$ cat config.mk
export PLATFORM = sky130hd
export DESIGN_NAME = y86_fd_regs
export DESIGN_NICKNAME = d
export VERILOG_FILES = /design/src/rtl/y86_fd_regs.sv
export SDC_FILE = /design/constraint.sdc
export NUM_CORES = 1
export LEC_CHECK = 0
export ABC_AREA = 1
export BUFFER_PORTS_ARGS = -buffer_cell sky130_fd_sc_hd__clkbuf_2
export CAP_MARGIN = 5
export CORE_ASPECT_RATIO = 1.4
export CORE_UTILIZATION = 45
export CTS_CLUSTER_SIZE = 12
export DETAILED_ROUTE_END_ITERATION = 10
export PLACE_DENSITY = 0.8
export SKIP_LAST_GASP = 1
export SYNTH_ARGS = -nofsm -noshare
export SYNTH_HDL_FRONTEND = slang
export SYNTH_SLANG_ARGS = --single-unit
$ cat constraint.sdc
create_clock -name clk -period 4 [get_ports clk]
set_input_delay 0.2 -clock clk [delete_from_list [all_inputs] [get_ports clk]]
set_output_delay 0.2 -clock clk [all_outputs]
set_load 0.01 [all_outputs]
$ cat src/rtl/y86_fd_regs.sv
// Fetch (F) and decode (D) pipeline registers of a Y86 pipeline, with the
// hazard-control logic that decides stall and bubble for both stages.
module y86_fd_regs (
   input  logic        clk,
   input  logic        reset,
   input  logic [31:0] Fin_predPC,
   input  logic [3:0]  Din_stat,
   input  logic [3:0]  Din_icode,
   input  logic [3:0]  Din_ifun,
   input  logic [3:0]  Din_rA,
   input  logic [3:0]  Din_rB,
   input  logic [31:0] Din_valC,
   input  logic [31:0] Din_valP,
   input  logic [3:0]  d_srcA,
   input  logic [3:0]  d_srcB,
   input  logic [3:0]  Eout_icode,
   input  logic [3:0]  Eout_dstM,
   input  logic        e_Cnd,
   input  logic [3:0]  Mout_icode,
   output logic [31:0] Fout_predPC,
   output logic [3:0]  Dout_stat,
   output logic [3:0]  Dout_icode,
   output logic [3:0]  Dout_ifun,
   output logic [3:0]  Dout_rA,
   output logic [3:0]  Dout_rB,
   output logic [31:0] Dout_valC,
   output logic [31:0] Dout_valP,
   output logic        F_stall,
   output logic        D_stall,
   output logic        D_bubble,
   output logic        E_bubble
);

   localparam logic [3:0] I_NOP    = 4'h1;
   localparam logic [3:0] I_MRMOVL = 4'h5;
   localparam logic [3:0] I_JXX    = 4'h7;
   localparam logic [3:0] I_RET    = 4'h9;
   localparam logic [3:0] I_POPL   = 4'hB;
   localparam logic [3:0] R_NONE   = 4'hF;
   localparam logic [3:0] S_OK     = 4'h1;

   logic w_load_use;
   logic w_ret_pending;
   logic w_mispredict;
   logic w_e_is_load;

   logic [31:0] r_pred_pc;
   logic [3:0]  r_stat;
   logic [3:0]  r_icode;
   logic [3:0]  r_ifun;
   logic [3:0]  r_ra;
   logic [3:0]  r_rb;
   logic [31:0] r_valc;
   logic [31:0] r_valp;

   assign w_e_is_load   = (Eout_icode == I_MRMOVL) || (Eout_icode == I_POPL);
   assign w_load_use    = w_e_is_load && (Eout_dstM != R_NONE) &&
                          ((Eout_dstM == d_srcA) || (Eout_dstM == d_srcB));
   assign w_ret_pending = (r_icode == I_RET) || (Eout_icode == I_RET) ||
                          (Mout_icode == I_RET);
   assign w_mispredict  = (Eout_icode == I_JXX) && !e_Cnd;

   // A load/use stall takes precedence over the RET bubble so the RET in D
   // is held rather than squashed.
   assign F_stall  = w_load_use | w_ret_pending;
   assign D_stall  = w_load_use;
   assign D_bubble = w_mispredict | (w_ret_pending & ~w_load_use);
   assign E_bubble = w_mispredict | w_load_use;

   always_ff @(posedge clk or posedge reset) begin
      if (reset) begin
         r_pred_pc <= 32'h0;
      end else if (!F_stall) begin
         r_pred_pc <= Fin_predPC;
      end
   end

   always_ff @(posedge clk or posedge reset) begin
      if (reset) begin
         r_stat  <= S_OK;
         r_icode <= I_NOP;
         r_ifun  <= 4'h0;
         r_ra    <= R_NONE;
         r_rb    <= R_NONE;
         r_valc  <= 32'h0;
         r_valp  <= 32'h0;
      end else if (D_stall) begin
         r_stat  <= r_stat;
         r_icode <= r_icode;
         r_ifun  <= r_ifun;
         r_ra    <= r_ra;
         r_rb    <= r_rb;
         r_valc  <= r_valc;
         r_valp  <= r_valp;
      end else if (D_bubble) begin
         r_stat  <= S_OK;
         r_icode <= I_NOP;
         r_ifun  <= 4'h0;
         r_ra    <= R_NONE;
         r_rb    <= R_NONE;
         r_valc  <= 32'h0;
         r_valp  <= 32'h0;
      end else begin
         r_stat  <= Din_stat;
         r_icode <= Din_icode;
         r_ifun  <= Din_ifun;
         r_ra    <= Din_rA;
         r_rb    <= Din_rB;
         r_valc  <= Din_valC;
         r_valp  <= Din_valP;
      end
   end

   assign Fout_predPC = r_pred_pc;
   assign Dout_stat   = r_stat;
   assign Dout_icode  = r_icode;
   assign Dout_ifun   = r_ifun;
   assign Dout_rA     = r_ra;
   assign Dout_rB     = r_rb;
   assign Dout_valC   = r_valc;
   assign Dout_valP   = r_valp;

endmodule
==> results.py <==
metrics = {
    "status": {
        "status": "finished, violations left",
        "violations": "hold timing",
    },
    "worst_setup_path": {
        "worstPathArrival_ns": 2.49,
        "startpoint_type": "flop",
        "crit_path_end_kind": "primary output",
        "cp_top_family": "simple AND/OR/NAND/NOR gates",
        "slowest_delay_ns": 0.54,
        "critPathSlowestCell": "dfstp_2",
        "path_cells": "nand3_1 -> nand3_1 -> clkinv_2 -> nand2_2 -> clkbuf_2",
        "path_buf_inv": 2,
        "required_ns": 3.80,
        "cpMostUsedCell": "nand3_1",
        "cp_max_fo": 33,
        "setup.worst_path.class": "flop to primary output",
    },
    "power": {
        "power_density_mw_per_mm2": 509,
        "p_leak_nw": 3.96,
        "finalPower_mw": 3.54,
        "ir_drop_uv": 280,
    },
    "placement": {
        "place.detailed.hpwl_mm": 9.88,
        "post-place-ws_ns": 1.74,
        "routabilityCongestion": 0.811,
        "port_buffers": 258,
    },
    "sta": {
        "final_hold_viol_count": 3,
        "worst_slew_pin_slew_ns": 0.971,
        "fin_crit_sh_pct": 67.4,
        "setup_viol": 0,
        "slew-limit-headroom_pct": 35.2,
        "finClkSkew_ns": 0.00795,
        "max_freq_ghz": 0.371,
        "period_minus_slack_ns": 2.69,
        "setup_tns_ns": 0,
        "whs_ns": -0.0122,
        "rsz0062_at_grt": "false",
        "setup_ws_ns": 1.31,
        "slew_violations": 0,
    },
    "yosys": {
        "syn_area_per_cell_um2": 8.68,
        "yosysSeqAreaShare_pct": 58.1,
        "synthCells": 578,
        "ys_types": 18,
        "ys_seq_elements": 116,
        "synth_area_mm2": 0.00502,
        "yosysWarnings": 0,
        "synthesis.nets": 717,
    },
    "clock_tree": {
        "cts.path.max_buffers": 2,
        "numCtsBuffers": 17,
        "clockRootBuffer": "clkbuf_16",
        "ctsResizeCount": 0,
        "cts.sinks": 116,
        "clk_pin_slew_ns": 0.06,
        "cts_tree": "built",
        "htree_levels": 4,
        "cts_setup_buffers": 0,
        "insertion_delay_ns": 0.40,
    },
    "layout": {
        "drive_above_1_share_pct": 38.2,
        "nets": 960,
        "area_delta_synth_final_pct": 38.5,
        "antennaDiodeCount": 0,
        "final_util_pct": 64.0,
    },
    "detailed_routing": {
        "wl_per_cell_um": 14.8,
        "drt-total-wl_mm": 14.4,
        "viasPerCell": 5.14,
        "dr_total_vias": 5011,
        "drc": 0,
        "firstDrtPassIters": 4,
        "ant_nets": 0,
        "drt_iter0_markers": 181,
    },
    "grt": {
        "grt_usage_pct": 25.5,
        "antenna_found_initial": 0,
        "grt_max_degree": 89,
        "grt_first_pass_wirelength_mm": 23.1,
        "grt_overflow": 0,
        "first_global_vias": 4760,
    },
    "floorplanning": {
        "rows": 45,
        "initial_utilization_pct": 46.2,
        "fp.dieW_um": 91.3,
        "core_mm2": 0.0109,
        "io_pins": 259,
        "die_area_mm2": 0.0116,
        "fp.dieH_um": 127,
    },
    "flow_run": {
        "maxCapViolCount": 0,
    },
    "hold_path": {
        "hp-class": "input port to asynchronous set/reset pin",
    },
}
==> logic make-up (layout without fill, tap and decap cells) <==
| kind of cell | after synthesis | count (layout) | synth area share (%) |
|---|---|---|---|
| buffers and inverters | 65 | 321 | 6.63 |
| DFF | 116 | 116 | 58.1 |
| and+or+nand+nor | 385 | 385 | 33.6 |
| AOI/OAI and AO/OA | 12 | 12 | 1.69 |
==> report_power, final <==
part | total, mW | switching, mW | internal, mW
Sequential | 1.40 | 0.0801 | 1.32
Combinational | 0.555 | 0.330 | 0.225
Clock | 1.58 | 0.564 | 1.02
==> cell type report <==
type | instances | area [um^2]
Sequential cell | 116 | 2920
Inverter | 19 | 75.1
Multi-Input combinational cell | 397 | 1780
Timing Repair Buffer | 270 | 1380
Fill cell | 946 | 3910
Clock inverter | 13 | 171
Tap cell | 141 | 176
Clock buffer | 19 | 453
==> metrics by stage <==
step	hold WS [ns]	cell area, um^2	instances
2_1_floorplan	0.336	5020	578
3_5_place_dp	0.428	6320	942
3_3_place_gp	0.430	6320	942
5_1_grt	0.0235	6950	975
4_1_cts	0.00633	6950	975
6_report	-0.0122	6950	975
==> Yosys cell counts <==
cell type / number / area (um^2)
nand4_1: 77 / 482
inv_1: 15 / 56.3
inv_2: 4 / 15.0
o31ai_1: 10 / 75.1
nor3_1: 1 / 5.00
o21ai_0: 1 / 5.00
dfrtp_1: 106 / 2650
buf_2: 17 / 85.1
buf_1: 8 / 30.0
dfstp_2: 10 / 263
clkbuf_1: 8 / 30.0
nand2_2: 1 / 6.26
nand2_1: 263 / 987
buf_4: 8 / 60.1
nor2_1: 7 / 26.3
buf_6: 5 / 56.3
a21oi_1: 1 / 5.00
nand3_1: 36 / 180
==> layer usage <==
layer  vias up  part of all wire, %  GRT usage (%)
met4         0                  1.9           9.99
met1      2393                   38           29.5
met3        21                  6.7           6.96
met5         -                    0              0
met2       200                   53           44.7
li1       2397                    -              -
==> cell usage in the layout, fill, tap and decap left out <==
| cell | count |
|---|---|
| nand2_1 | 262 |
| clkbuf_2 | 258 |
| dfrtp_1 | 106 |
| nand4_1 | 77 |
| nand3_1 | 36 |
| clkbuf_16 | 17 |
| inv_1 | 13 |
| buf_4 | 11 |
| dfstp_2 | 10 |
| o31ai_1 | 10 |
| nor2_1 | 7 |
| clkinvlp_4 | 5 |
| inv_2 | 4 |
| inv_6 | 4 |
| bufinv_16 | 3 |
| clkbuf_8 | 2 |
| a21oi_1 | 1 |
| nand2_4 | 1 |
| clkinv_2 | 1 |
| nor3_1 | 1 |
| nand2_2 | 1 |
| o21ai_0 | 1 |
| inv_4 | 1 |
| clkinv_4 | 1 |
| dlygate4sd3_1 | 1 |
==> flip-flops by register name (all words and copies together), names as in the netlist <==
register and cells:
Dout_valC 32, Fout_predPC 32, Dout_ifun 4, Dout_icode 4, Dout_rA 4, Dout_rB 4, Dout_valP 32, Dout_stat 4
==> worst register-to-register path, stage by stage, from the launching register on <==
cell and delay [ns]:
dfstp_2 0.54, nand3_1 0.07, nand3_1 0.35, clkinv_2 0.33, nand2_2 0.54, nand2_1 0.14
nand2_1 0.11
==> path summary, 6_finish.rpt <==
kind | slack [ns] | cells after the start | end | from
worst max-delay path | 1.31 | 5 | F_stall | Dout_icode[0]$_DFFE_PP1N_
worst min-delay path | -0.01 | 2 | Dout_valP[5]$_DFFE_PP0N_ | reset
worst max register to register | 1.84 | 6 | Fout_predPC[10]$_DFFE_PP0N_ | Dout_icode[0]$_DFFE_PP1N_
worst min register to register | 0.47 | 2 | Fout_predPC[25]$_DFFE_PP0N_ | Fout_predPC[25]$_DFFE_PP0N_
max in group asynchronous | 3.10 | 3 | Fout_predPC[26]$_DFFE_PP0N_ | reset
min in group clk | 0.02 | 3 | Dout_valP[11]$_DFFE_PP0N_ | Din_valP[11]
==> what timing repair did <==
item,4_1_cts,5_1_grt
setup endpoints to repair,0,0
hold endpoints to repair,1,0
hold buffers,1,0
(Power assumes the default switching activity.)
